### config.mk
export PLATFORM = sky130hd
export DESIGN_NAME = vga_pixel_pipe
export DESIGN_NICKNAME = d
export VERILOG_FILES = /design/src/rtl/vga_pkg.sv /design/src/rtl/vga_box_mover.sv /design/src/rtl/vga_pixel_pipe.sv
export SDC_FILE = /design/constraint.sdc
export NUM_CORES = 1
export LEC_CHECK = 0
export ABC_AREA = 1
export BUFFER_PORTS_ARGS = -buffer_cell sky130_fd_sc_hd__buf_2
export CAP_MARGIN = 10
export CORE_ASPECT_RATIO = 1.2
export CORE_MARGIN = 5
export CORE_UTILIZATION = 30
export DETAILED_ROUTE_END_ITERATION = 16
export PLACE_DENSITY = 0.42
export SETUP_SLACK_MARGIN = 0.2
export SLEW_MARGIN = 5
export SYNTH_ARGS = -nofsm -noshare
export SYNTH_HDL_FRONTEND = slang
export SYNTH_HIERARCHICAL = 1
export SYNTH_SLANG_ARGS = --single-unit
export TNS_END_PERCENT = 100
### constraint.sdc
create_clock -name clk -period 2.8 [get_ports clk]
set_clock_uncertainty 0.15 [all_clocks]
set_input_delay 0.28 -clock clk [delete_from_list [all_inputs] [get_ports clk]]
set_output_delay 0.28 -clock clk [all_outputs]
set_load 0.01 [all_outputs]
### src/rtl/vga_pkg.sv
// rtl/vga_pkg.sv - shared geometry, mode encodings and colour constants for the VGA pixel pipe
package vga_pkg;

  localparam int H_ACTIVE  = 800;
  localparam int V_ACTIVE  = 600;
  localparam int BOX_SIZE  = 32;
  localparam int BOX_X_MAX = H_ACTIVE - BOX_SIZE;
  localparam int BOX_Y_MAX = V_ACTIVE - BOX_SIZE;

  typedef enum logic [1:0] {
    MODE_WHITE   = 2'd0,
    MODE_BARS    = 2'd1,
    MODE_CHECKER = 2'd2,
    MODE_BOX     = 2'd3
  } mode_e;

  localparam logic [2:0] RGB_BLACK = 3'b000;
  localparam logic [2:0] RGB_WHITE = 3'b111;
  localparam logic [2:0] RGB_RED   = 3'b100;

endpackage

### src/rtl/vga_box_mover.sv
// rtl/vga_box_mover.sv - bouncing box position, stepped once per frame
module vga_box_mover
  import vga_pkg::*;
#(
  parameter int STEP = 2
) (
  input  logic       clk,
  input  logic       rst,
  input  logic       frame_start,
  output logic [9:0] box_x,
  output logic [9:0] box_y
);

  localparam logic [9:0] STEP_W = 10'(STEP);
  localparam logic [9:0] X_MAX  = 10'(BOX_X_MAX);
  localparam logic [9:0] Y_MAX  = 10'(BOX_Y_MAX);

  logic [9:0] r_box_x;
  logic [9:0] r_box_y;
  logic       r_x_neg;
  logic       r_y_neg;

  // Horizontal bounce: reverse on reaching either edge, otherwise keep moving.
  always_ff @(posedge clk) begin
    if (rst) begin
      r_box_x <= '0;
      r_x_neg <= 1'b0;
    end else if (frame_start) begin
      if (!r_x_neg && r_box_x == X_MAX) begin
        r_x_neg <= 1'b1;
        r_box_x <= X_MAX - STEP_W;
      end else if (r_x_neg && r_box_x == '0) begin
        r_x_neg <= 1'b0;
        r_box_x <= STEP_W;
      end else if (r_x_neg) begin
        r_box_x <= r_box_x - STEP_W;
      end else begin
        r_box_x <= r_box_x + STEP_W;
      end
    end
  end

  // Vertical bounce: same rule as horizontal with the shorter bound.
  always_ff @(posedge clk) begin
    if (rst) begin
      r_box_y <= '0;
      r_y_neg <= 1'b0;
    end else if (frame_start) begin
      if (!r_y_neg && r_box_y == Y_MAX) begin
        r_y_neg <= 1'b1;
        r_box_y <= Y_MAX - STEP_W;
      end else if (r_y_neg && r_box_y == '0) begin
        r_y_neg <= 1'b0;
        r_box_y <= STEP_W;
      end else if (r_y_neg) begin
        r_box_y <= r_box_y - STEP_W;
      end else begin
        r_box_y <= r_box_y + STEP_W;
      end
    end
  end

  assign box_x = r_box_x;
  assign box_y = r_box_y;

endmodule

### src/rtl/vga_pixel_pipe.sv
// rtl/vga_pixel_pipe.sv - two-stage pattern generator; VGA_BORDER_EN adds a white frame border
module vga_pixel_pipe
  import vga_pkg::*;
#(
  parameter int H_ACT_START = 143,
  parameter int V_ACT_START = 29,
  parameter int STEP        = 2
) (
  input  logic       clk,
  input  logic       rst,
  input  logic       pix_en,
  input  logic [9:0] hcount,
  input  logic [9:0] vcount,
  input  logic       hsync_in,
  input  logic       vsync_in,
  input  logic [1:0] mode,
  output logic [2:0] disp_RGB,
  output logic       hsync,
  output logic       vsync
);

  localparam logic [10:0] H_LO = 11'(H_ACT_START);
  localparam logic [10:0] H_HI = 11'(H_ACT_START + H_ACTIVE - 1);
  localparam logic [10:0] V_LO = 11'(V_ACT_START);
  localparam logic [10:0] V_HI = 11'(V_ACT_START + V_ACTIVE - 1);

  logic        w_frame_start;
  logic        w_active;
  logic [9:0]  w_x;
  logic [9:0]  w_y;
  logic [9:0]  w_box_x;
  logic [9:0]  w_box_y;
  logic        w_in_box;
  logic [2:0]  w_rgb;

  logic        r_s1_active;
  logic [9:0]  r_s1_x;
  logic [9:0]  r_s1_y;
  logic        r_s1_hs;
  logic        r_s1_vs;
  logic [2:0]  r_rgb;
  logic        r_hs;
  logic        r_vs;
  mode_e       r_mode_q;

  assign w_frame_start = pix_en && (hcount == '0) && (vcount == '0);
  assign w_active = ({1'b0, hcount} >= H_LO) && ({1'b0, hcount} <= H_HI) &&
                    ({1'b0, vcount} >= V_LO) && ({1'b0, vcount} <= V_HI);
  assign w_x = hcount - 10'(H_ACT_START);
  assign w_y = vcount - 10'(V_ACT_START);

  vga_box_mover #(
    .STEP (STEP)
  ) u_box_mover (
    .clk         (clk),
    .rst         (rst),
    .frame_start (w_frame_start),
    .box_x       (w_box_x),
    .box_y       (w_box_y)
  );

  // Mode only changes at the top of a frame so a picture is never split between patterns.
  always_ff @(posedge clk) begin
    if (rst) begin
      r_mode_q <= MODE_WHITE;
    end else if (w_frame_start) begin
      r_mode_q <= mode_e'(mode);
    end
  end

  // Stage 1: register the active flag, pixel coordinates and raw syncs.
  always_ff @(posedge clk) begin
    if (rst) begin
      r_s1_active <= 1'b0;
      r_s1_x      <= '0;
      r_s1_y      <= '0;
      r_s1_hs     <= 1'b0;
      r_s1_vs     <= 1'b0;
    end else if (pix_en) begin
      r_s1_active <= w_active;
      r_s1_x      <= w_x;
      r_s1_y      <= w_y;
      r_s1_hs     <= hsync_in;
      r_s1_vs     <= vsync_in;
    end
  end

  assign w_in_box = ({1'b0, r_s1_x} >= {1'b0, w_box_x}) &&
                    ({1'b0, r_s1_x} <  ({1'b0, w_box_x} + 11'(BOX_SIZE))) &&
                    ({1'b0, r_s1_y} >= {1'b0, w_box_y}) &&
                    ({1'b0, r_s1_y} <  ({1'b0, w_box_y} + 11'(BOX_SIZE)));

  // Pattern colour for the stage-1 pixel; blanking forces black.
  always_comb begin
    w_rgb = RGB_BLACK;
    if (r_s1_active) begin
      case (r_mode_q)
        MODE_WHITE:   w_rgb = RGB_WHITE;
        MODE_BARS:    w_rgb = r_s1_x[9:7];
        MODE_CHECKER: w_rgb = (r_s1_x[5] ^ r_s1_y[5]) ? RGB_WHITE : RGB_BLACK;
        MODE_BOX:     w_rgb = w_in_box ? RGB_RED : RGB_BLACK;
        default:      w_rgb = RGB_BLACK;
      endcase
`ifdef VGA_BORDER_EN
      if ((r_s1_x == '0) || (r_s1_x == 10'(H_ACTIVE - 1)) ||
          (r_s1_y == '0) || (r_s1_y == 10'(V_ACTIVE - 1))) begin
        w_rgb = RGB_WHITE;
      end
`endif
    end
  end

  // Stage 2: register colour and syncs together so they leave the block aligned.
  always_ff @(posedge clk) begin
    if (rst) begin
      r_rgb <= RGB_BLACK;
      r_hs  <= 1'b0;
      r_vs  <= 1'b0;
    end else if (pix_en) begin
      r_rgb <= w_rgb;
      r_hs  <= r_s1_hs;
      r_vs  <= r_s1_vs;
    end
  end

  assign disp_RGB = r_rgb;
  assign hsync    = r_hs;
  assign vsync    = r_vs;

endmodule

== After elaboration in Yosys (flattened, before gate mapping) ==
Cells that the tools add are included.

* Input bits: 27
* Bits in registers: 52
* Output and inout port bits: 5
* Logic and storage cells: 72

* Eq/ne operators: 5
* Order comparisons: 8
* $add $sub $neg: 8
* Muxes and demuxes: 14
* Bitwise gates (word level): 1
* Reduce and logical (&&, ||, !) cells: 23

{| class="wikitable"
|+ Operators with widths
! cell !! number
|-
| $mux 10 || 6
|-
| $logic_not 10->1 || 4
|-
| $add 10x6->11 const B || 2
|-
| $lt 10x11->1 || 2
|-
| $add 10x2->10 const B || 2
|-
| $eq 10x10->1 const B || 2
|-
| $ge 10x10->1 || 2
|-
| $le 10x10->1 const B || 2
|-
| $sub 10x2->10 const B || 2
|-
| $logic_and 1x1->1 || 12
|-
| $pmux 3 s4 || 1
|-
| $ge 10x5->1 const B || 1
|-
| $ge 10x8->1 const B || 1
|-
| $sub 10x5->10 const B || 1
|-
| $sub 10x8->10 const B || 1
|-
| $mux 3 || 3
|-
| $eq 2x2->1 const B || 2
|-
| $mux 1 || 4
|-
| $reduce_and 2->1 || 2
|-
| $reduce_bool 2->1 || 2
|-
| $eq 2x1->1 const B || 1
|-
| $logic_not 1->1 || 2
|-
| $logic_not 2->1 || 1
|-
| $xor 1x1->1 || 1
|}

== Logic depth before layout (Yosys ltp) ==
Gate-level depths: netlist (run 1).

* Word-level depth: 8
* Depth in mapped cells: 15
* Mapped depth without buffers: 15

== Cells and area by module ==
Netlist (run 1), hierarchy kept.

{| class="wikitable"
|+ By module, submodules not included
! module !! sequential area each (um^2) !! cells an instance !! times used !! area each (um^2)
|-
| vga_pixel_pipe || 600.6 || 407 || 1 || 2678.8
|-
| vga_box_mover || 400.4 || 286 || 1 || 1780.5
|}

== Worst setup path before layout (run 1) ==
OpenSTA, ideal clock, no wires.

* Kind: register to register
* Start: register u_box_mover.r_box_x[5] (netlist: u_box_mover/box_x[5])
* End: register r_rgb[2] (netlist: disp_RGB[2])
* Data arrival time: 1.977 ns
* Required time: 2.583 ns
* Setup time: 0.067 ns
* Period minus slack after synthesis: 2.195 ns
* Slack: 0.605 ns
* Buffers on the path: 0
* Stages on the path, launching flop included: 15
* Cell sequence: dfxtp_1 > ha_1 > nand2_1 > o21ai_0 > o21ai_0 > ha_1 > a21oi_1 > nand2_1 > o21ai_1 > nand2_1 > nor2_1 > nand2_1 > o21bai_1 > nand2_1 > a21oi_2

* Longest elaborated chain between the ends: 8
* Elaborated cells on any way between the ends: 9
* Classes of those cells: add/sub (1); order compare (2); mux (3); reduce/logical (3)

{| class="wikitable"
|+ Ends and longest elaborated chain
! what !! line !! source
|-
| start, declared || vga_box_mover.sv:18 || <nowiki>logic [9:0] r_box_x;</nowiki>
|-
| start signal, assigned || vga_box_mover.sv:31 || <nowiki>r_box_x <= X_MAX - STEP_W;</nowiki>
|-
| start signal, assigned || vga_box_mover.sv:36 || <nowiki>r_box_x <= r_box_x - STEP_W;</nowiki>
|-
| start signal, assigned || vga_box_mover.sv:38 || <nowiki>r_box_x <= r_box_x + STEP_W;</nowiki>
|-
| $add 10x6->11 || vga_pixel_pipe.sv:89 || <nowiki>({1'b0, r_s1_x} < ({1'b0, w_box_x} + 11'(BOX_SIZE))) &&</nowiki>
|-
| $lt 10x11->1 || vga_pixel_pipe.sv:89 ||
|-
| $logic_and 1x1->1 * || vga_pixel_pipe.sv:88 || <nowiki>assign w_in_box = ({1'b0, r_s1_x} >= {1'b0, w_box_x}) &&</nowiki>
|-
| $logic_and 1x1->1 * || vga_pixel_pipe.sv:89 ||
|-
| $logic_and 1x1->1 * || vga_pixel_pipe.sv:90 || <nowiki>({1'b0, r_s1_y} >= {1'b0, w_box_y}) &&</nowiki>
|-
| $mux 3 * || vga_pixel_pipe.sv:101 || <nowiki>MODE_BOX: w_rgb = w_in_box ? RGB_RED : RGB_BLACK;</nowiki>
|-
| $pmux 3 s4 * || vga_pixel_pipe.sv:97 || <nowiki>case (r_mode_q)</nowiki>
|-
| $mux 3 * || vga_pixel_pipe.sv:96 || <nowiki>if (r_s1_active) begin</nowiki>
|-
| end signal, assigned || vga_pixel_pipe.sv:120 || <nowiki>r_rgb <= w_rgb;</nowiki>
|-
| end, declared || vga_pixel_pipe.sv:41 || <nowiki>logic [2:0] r_rgb;</nowiki>
|}

Mark *: on every way between the ends. The rest lies on a longest branch, timed or not.
A chain may end at the register's enable or synchronous reset.

== Worst setup path after layout (run 1) ==
* Start: register u_box_mover.r_box_x[6] (netlist: u_box_mover/box_x[6])
* End: register r_rgb[2] (netlist: disp_RGB[2])

The elaborated chain is that of the path after synthesis.

==> flow_metrics.tcl, run 1 <==
set metrics [dict create \
    io_pins 32 \
    critical_path.startpoint_type "register" \
    path_class "reg2reg" \
    final_critical_path_setup_slack_ns 0.5251 \
    grt_first_pass_wirelength_um 18200 \
    num_vias 4095 \
    setup_tns_ns 0 \
    critical_path.max_fanout 6 \
    place_area_um2 4836 \
    firstDrtPassIters 4 \
    worst_setup_slack_post_dpl_ns 0.5147 \
    met1_usage_pct 15.82 \
    p_leak_nw 2.572 \
    drtAntennaViolNets 0 \
    num_rows 48 \
    highest_count_cells_in_the_layout_ignoring_fill_and_taps "179 x sky130_fd_sc_hd__nand2_1, 104 x sky130_fd_sc_hd__inv_1, 78 x sky130_fd_sc_hd__nor2_1" \
    synth_enable_flop_cells 0 \
    post_drt_via_cell_ratio 4.427 \
    fillCellCount 1638 \
    clock_insertion_delay_worst_skew_ns 0.29 \
    post_route_cells_drive_above_1_share_pct 12.69 \
    tightest_slew_ns 0.5522 \
    buffer_ports.inserted 31 \
    cts_max_path_buffers 2 \
    post_cts_buffers 0 \
    routed_wire_length_um 10660 \
    finalNonFillerCells 925 \
    clock_net_sink_count 50 \
    dpl.hpwl_um 8696 \
    worst_reg2reg_path_endpoint "disp_RGB[2]" \
    global_route.usage.met2_pct 23.11 \
    hold-path-endpoint "r_s1_hs" \
    grt_setup_unrepaired "false" \
    post_synthesis_compound_gate_area_fraction_pct 13.02 \
    drt-initial-drc-count 103 \
    globalRouteTotalUtil_pct 12.75 \
    dpl.cell_count 917 \
    fin_nets 805 \
    ys_seq_elements 50 \
    grt_start_max_net_pins 38 \
    min_clock_period_post_route_ns 2.275 \
    worstPathRequired_ns 2.88 \
    synth_top_family_by_area "simple AND/OR/NAND/NOR gates" \
    fp.dieH_um 143.6 \
    ys_dominant_reg_cell "sky130_fd_sc_hd__dfxtp_1" \
    antenna_cells 0 \
    post_synth_and_or_nand_nor_area_fraction_pct 33.36 \
    drc_errors 0 \
    relSlewSlack_pct 63.14 \
    post_cts_resize_count 0 \
    final_design_area_no_fill_um2 4979 \
    grt_use_met3_pct 1.772 \
    place_congestion 0.8096 \
    clk_pin_slew_worst_paths_ns 0.07 \
    clock_tree.root_cell "sky130_fd_sc_hd__clkbuf_16" \
    via_count_of_the_first_global_routing_pass 3926 \
    run_status "finished clean" \
    hold-path-cell-count 3 \
    fraction_of_synthesis_flops_using_an_asynchronous_set_or_reset_pin_pct 0 \
    r2r_cells 14 \
    netlist_instances 693 \
    post_synth.cell_area_avg_um2 6.435 \
    timing.final.crit_share_pct 81.25 \
    cap_violations 0 \
    cts_buffers 5 \
    initial_utilization_pct 30.81 \
    floorplan.die.width_um 121.3 \
    clock.fmax_ghz 0.4396 \
    hold_viol_final 0 \
    setup_viol_count_final 0 \
    clock_tree_from_tritoncts "yes" \
    report.power.total_mw 1.680 \
    number_of_max_slew_violations_in_the_final_report 0 \
    grt_most_used_layer "met2" \
    yosysUniqueCellTypes 45 \
    timing.critical_path.arrival_ns 2.36 \
    yosys_warnings 6 \
    synthMuxAreaShare_pct 0 \
    design.die.area_um2 17410 \
    worstReg2RegStart "u_box_mover/box_x[6]" \
    area_growth_syn_to_layout_pct 11.64 \
    regToRegSetupSlack_ns 0.53 \
    max-vdd-ir-drop_mv 0.2216 \
    timing.hold.worst.class "in2reg" \
    wl_per_cell_um 11.52 \
    fin_util_pct 34.40 \
    antenna_found_initial 0 \
    hold_path_startpoint "hsync_in" \
    ys_seq_area_share_pct 22.45 \
    whs_ns 0.05457 \
    pwr_density_cell_nw_per_um2 337.4 \
    syn_area_um2 4459 \
    grt-ovfl-total 0 \
    holdBufCountCts 0 \
    synth-xor-area-share_pct 3.928 \
    setup.worst_path.end_class "register" \
    core_region_area_um2 14470 \
    most_common_cell_after_layout_fill_and_taps_aside "sky130_fd_sc_hd__nand2_1" \
    htreeDepth 2 \
    synth_adder_area_share_pct 15.49 \
]
==> routing by layer <==
| layer | up-vias | part of all wire, % |
|---|---|---|
| met1 | 1784 | 47 |
| met3 | 8 | 2.7 |
| met4 | 0 | 1.3 |
| li1 | 2248 | - |
| met2 | 55 | 49 |
| met5 | - | 0 |
==> worst max path at each step <==
stage	slack [ns]	cells after the start	to	start
after floorplan	0.61	14	disp_RGB[2]	u_box_mover/box_x[5]
after global placement	0.55	14	disp_RGB[2]	u_box_mover/box_x[6]
after detailed placement	0.51	14	disp_RGB[2]	u_box_mover/box_x[6]
after CTS	0.51	14	disp_RGB[2]	u_box_mover/box_x[6]
after global routing	0.24	14	disp_RGB[2]	u_box_mover/box_x[6]
final	0.53	14	disp_RGB[2]	u_box_mover/box_x[6]
==> layout make-up <==
| type | instances | area, um^2 | area share [%] |
|---|---|---|---|
| clock inverter | 2 | 13.76 | 0.2765 |
| sequential | 50 | 1001 | 20.11 |
| clock buffer | 6 | 128.9 | 2.589 |
| multi-input combinational | 513 | 2942 | 59.09 |
| inverter | 118 | 450.4 | 9.048 |
| tap | 200 | 250.2 | 5.026 |
| timing repair buffer | 36 | 192.7 | 3.870 |
==> critical path: stages (launching register included) <==
cell	delay, ns
sky130_fd_sc_hd__dfxtp_1	0.43
sky130_fd_sc_hd__ha_1	0.22
sky130_fd_sc_hd__nand2_1	0.07
sky130_fd_sc_hd__o21ai_0	0.15
sky130_fd_sc_hd__o21ai_0	0.10
sky130_fd_sc_hd__ha_1	0.31
sky130_fd_sc_hd__a21oi_1	0.15
sky130_fd_sc_hd__nand2_1	0.06
sky130_fd_sc_hd__o21ai_1	0.07
sky130_fd_sc_hd__nand2_1	0.06
sky130_fd_sc_hd__nor2_1	0.09
sky130_fd_sc_hd__nand2_1	0.06
sky130_fd_sc_hd__o21bai_1	0.13
sky130_fd_sc_hd__nand2_1	0.07
sky130_fd_sc_hd__a21oi_2	0.10
==> sequential cells by signal (all words and copies together) (netlist names) <==
register / count
vsync: 1
u_box_mover/box_x: 9
r_mode_q: 2
r_s1_x: 10
u_box_mover/r_y_neg: 1
r_s1_hs: 1
u_box_mover/r_x_neg: 1
r_s1_vs: 1
u_box_mover/box_y: 9
r_s1_y: 10
hsync: 1
r_s1_active: 1
disp_RGB: 3
==> cell families after synthesis <==
| logic type | Yosys count |
|---|---|
| AO/OA/AOI/OAI | 102 |
| XOR/XNOR | 20 |
| adder cells (fa/ha/maj) | 54 |
| buffers and inverters | 131 |
| flip-flops | 50 |
| other | 1 |
| AND/OR/NAND/NOR | 335 |
==> where the power goes <==
part	internal, mW	total (mW)	switching, mW
Clock	0.333	0.616	0.284
Sequential	0.740	0.763	0.0232
Combinational	0.121	0.300	0.180
Total	1.19	1.68	0.486
==> cells in the mapped netlist, types with 4 or more instances <==
cell | instances | area share [%]
sky130_fd_sc_hd__dfxtp_1 | 50 | 22
sky130_fd_sc_hd__inv_1 | 104 | 8.8
sky130_fd_sc_hd__nor2_1 | 78 | 6.6
sky130_fd_sc_hd__o21ai_0 | 24 | 2.7
sky130_fd_sc_hd__o211ai_1 | 4 | 0.67
sky130_fd_sc_hd__nand2_1 | 179 | 15
sky130_fd_sc_hd__o21ai_1 | 11 | 1.2
sky130_fd_sc_hd__ha_1 | 52 | 15
sky130_fd_sc_hd__nor2_2 | 5 | 0.70
sky130_fd_sc_hd__a21oi_2 | 7 | 1.4
sky130_fd_sc_hd__clkbuf_1 | 6 | 0.51
sky130_fd_sc_hd__nor2_4 | 4 | 1.0
sky130_fd_sc_hd__nand3b_1 | 4 | 0.67
sky130_fd_sc_hd__inv_2 | 12 | 1.0
sky130_fd_sc_hd__nand3_1 | 30 | 3.4
sky130_fd_sc_hd__nand2_2 | 11 | 1.5
sky130_fd_sc_hd__xnor2_1 | 6 | 1.2
sky130_fd_sc_hd__nand4_1 | 10 | 1.4
sky130_fd_sc_hd__a21oi_1 | 43 | 4.8
sky130_fd_sc_hd__xor2_1 | 14 | 2.7
(Power assumes the default switching activity.)
==> run 2: changes to the inputs <==
ABC_AREA = 0   (was 1)
PLACE_DENSITY = 0.44   (was 0.42)
clock period = 1.9 ns   (was 2.8 ns; I/O delays follow)
==> run 2 against run 1 <==
- the run now ends with setup timing left
- synthesized area shrank 12%
- final area increased by 17%
- critical endpoint is now u_box_mover/box_x[8]
- critical path depth is 6 lower
==> flow_metrics.tcl, run 2 <==
set metrics [dict create \
    via_count_of_the_first_global_routing_pass 3966 \
    path_class "reg2reg" \
    place_area_um2 4979 \
    wl_per_cell_um 14.20 \
    cap_violations 0 \
    cts_buffers 5 \
    p_leak_nw 2.446 \
    pwr_density_cell_nw_per_um2 443.3 \
    timing.hold.worst.class "in2reg" \
    fin_util_pct 45.76 \
    timing.final.crit_share_pct 113.9 \
    max-vdd-ir-drop_mv 0.3608 \
    ys_seq_elements 50 \
    area_growth_syn_to_layout_pct 48.22 \
    grt_first_pass_wirelength_um 18860 \
    fp.dieH_um 135.4 \
    final_critical_path_setup_slack_ns -0.2649 \
    clock_tree.root_cell "sky130_fd_sc_hd__clkbuf_16" \
    floorplan.die.width_um 114.5 \
    fin_nets 695 \
    design.die.area_um2 15490 \
    run_status "complete, but fails checks" \
    layout_top_registers "r_s1_x x10, r_s1_y x10" \
    firstDrtPassIters 4 \
    io_pins 32 \
    netlist_instances 480 \
    htreeDepth 2 \
    drc_errors 0 \
    clock_insertion_delay_worst_skew_ns 0.29 \
    min_clock_period_post_route_ns 2.165 \
    initial_utilization_pct 30.88 \
    synth_area_leaders "sky130_fd_sc_hd__dfxtp_1 25%, sky130_fd_sc_hd__ha_1 17%, sky130_fd_sc_hd__xnor2_1 4.7%" \
    number_of_max_slew_violations_in_the_final_report 0 \
    critical_path.max_fanout 3 \
    clock.fmax_ghz 0.4619 \
    fraction_of_synthesis_flops_using_an_asynchronous_set_or_reset_pin_pct 0 \
    drt-initial-drc-count 97 \
    hold_viol_final 0 \
    yosys_warnings 6 \
    final_design_area_no_fill_um2 5823 \
    antenna_found_initial 0 \
    grt-ovfl-total 0 \
    yosysUniqueCellTypes 60 \
    top_cell_type_by_total_area_after_synthesis "sky130_fd_sc_hd__dfxtp_1" \
    globalRouteTotalUtil_pct 14.87 \
    synth_enable_flop_cells 0 \
    highest_count_cells_in_the_layout_ignoring_fill_and_taps "86 x sky130_fd_sc_hd__buf_4, 42 x sky130_fd_sc_hd__ha_1, 40 x sky130_fd_sc_hd__dfxtp_1" \
    worstPathRequired_ns 1.94 \
    routed_wire_length_um 11060 \
    num_rows 45 \
    timing.critical_path.arrival_ns 2.20 \
    setup.worst_path.end_class "register" \
    grt_setup_unrepaired "true" \
    yosys.cell_count.top_type "sky130_fd_sc_hd__ha_1" \
    syn_area_um2 3929 \
    grt_start_max_net_pins 54 \
    place_congestion 0.8458 \
    cts_max_path_buffers 2 \
    drtAntennaViolNets 0 \
    clock_net_sink_count 50 \
    num_vias 3882 \
    dpl.hpwl_um 8047 \
    ys_dominant_reg_cell "sky130_fd_sc_hd__dfxtp_1" \
    post_drt_via_cell_ratio 4.983 \
    tightest_slew_ns 0.5974 \
    failed_checks "setup timing" \
    buffer_ports.inserted 31 \
    post_route_cells_drive_above_1_share_pct 37.89 \
    clock_tree_from_tritoncts "yes" \
    synth.top_cells.by_count "52 x sky130_fd_sc_hd__ha_1, 50 x sky130_fd_sc_hd__dfxtp_1, 41 x sky130_fd_sc_hd__nor2_1, 33 x sky130_fd_sc_hd__a21oi_1, 33 x sky130_fd_sc_hd__inv_1" \
    most_common_cell_after_layout_fill_and_taps_aside "sky130_fd_sc_hd__buf_4" \
    clk_pin_slew_worst_paths_ns 0.07 \
    ys_seq_area_share_pct 25.48 \
    critical_path.startpoint_type "register" \
    antenna_cells 0 \
    synth_top_cell_area_share_pct 25.48 \
    setup_viol_count_final 5 \
    whs_ns 0.04630 \
    relSlewSlack_pct 59.84 \
    worst_setup_slack_post_dpl_ns -0.3220 \
    post_synth.cell_area_avg_um2 8.185 \
    core_region_area_um2 12720 \
]
[run 2: cell count changes in the layout (fill, tap and decap cells not counted), moves of 10 or more]
cell / change
sky130_fd_sc_hd__nor2_1: -39
sky130_fd_sc_hd__nand3_1: -13
sky130_fd_sc_hd__inv_1: -72
sky130_fd_sc_hd__dfxtp_1: -10
sky130_fd_sc_hd__nand2_1: -156
sky130_fd_sc_hd__mux2i_1: +12
sky130_fd_sc_hd__a21oi_1: -18
sky130_fd_sc_hd__ha_1: -10
sky130_fd_sc_hd__xnor2_1: +14
sky130_fd_sc_hd__a211oi_1: +12
sky130_fd_sc_hd__buf_4: +81
sky130_fd_sc_hd__buf_6: +17
sky130_fd_sc_hd__a21o_1: +10
[run 2: final timing paths]
path	startpoint	to	slack (ns)	cells after the start
setup reg to reg	u_box_mover/box_x[5]	u_box_mover/box_x[8]	-0.26	8
setup / recovery	u_box_mover/box_x[5]	u_box_mover/box_x[8]	-0.26	8
hold reg to reg	disp_RGB[1]	disp_RGB[1]	0.32	2
hold / removal	vcount[0]	r_s1_y[0]	0.05	3
[run 2: cell type report]
cell class                 count  area, um^2
multi-input combinational    377        3189
tap                          164       205.2
sequential                    50        1028
inverter                      41       158.9
fill                        1309        6902
clock buffer                   6       150.1
timing repair buffer         139        1077
clock inverter                 2       13.76
[run 2: through the flow]
stage	setup TNS, ns	cells	power, mW
floorplan	-0.1968	481	1.409
global placement	-2.324	746	1.592
detailed placement	-2.660	746	1.602
CTS	-0.6919	771	2.621
global route	-1.239	779	2.740
finish	-0.7215	779	2.581
[run 2: routing by layer]
metal | wire [um] | vias to the layer above | share of wire (%) | global-route usage, %
met5 | 0 | - | 0 | 0
met4 | 308 | 0 | 2.8 | 5.611
met3 | 260 | 20 | 2.4 | 2.324
met2 | 5474 | 57 | 50 | 25.47
met1 | 5015 | 1787 | 45 | 18.61
li1 | - | 2018 | - | -
[run 2: repair_timing]
| item | in CTS | in global routing |
|---|---|---|
| resized for setup | 61 | 33 |
| hold buffers | 4 | 0 |
| cloned | 1 | 0 |
| endpoints found under the hold margin | 4 | 0 |
| setup buffers | 12 | 8 |
| pin swaps | 36 | 30 |
| endpoints found under the setup margin | 19 | 19 |
[run 2: critical path, stage by stage (launching register included)]
cell and delay (ns):
sky130_fd_sc_hd__dfxtp_4 0.36, sky130_fd_sc_hd__buf_4 0.14, sky130_fd_sc_hd__buf_6 0.12, sky130_fd_sc_hd__ha_4 0.23, sky130_fd_sc_hd__and2_4 0.15, sky130_fd_sc_hd__a221o_1 0.32, sky130_fd_sc_hd__a211oi_2 0.26, sky130_fd_sc_hd__xnor2_1 0.10
sky130_fd_sc_hd__a41o_1 0.23
[run 2: power breakdown]
| group | leakage [nW] | switching, mW | internal, mW |
|---|---|---|---|
| Sequential | 0.415 | 0.0329 | 1.08 |
| Combinational | 1.95 | 0.241 | 0.241 |
| Clock | 0.0824 | 0.415 | 0.571 |
| Total | 2.45 | 0.689 | 1.89 |
[run 2: cells by family after synthesis]
family,count (synthesis),share of synthesized area (%)
DFF,50,25.48
buffers and inverters,55,5.478
other,1,0.09545
xor gates and xnor gates,32,7.134
muxes,12,3.057
and+or+nand+nor,142,18.12
adders and majority gates,54,17.58
AOI/OAI and AO/OA,134,23.06
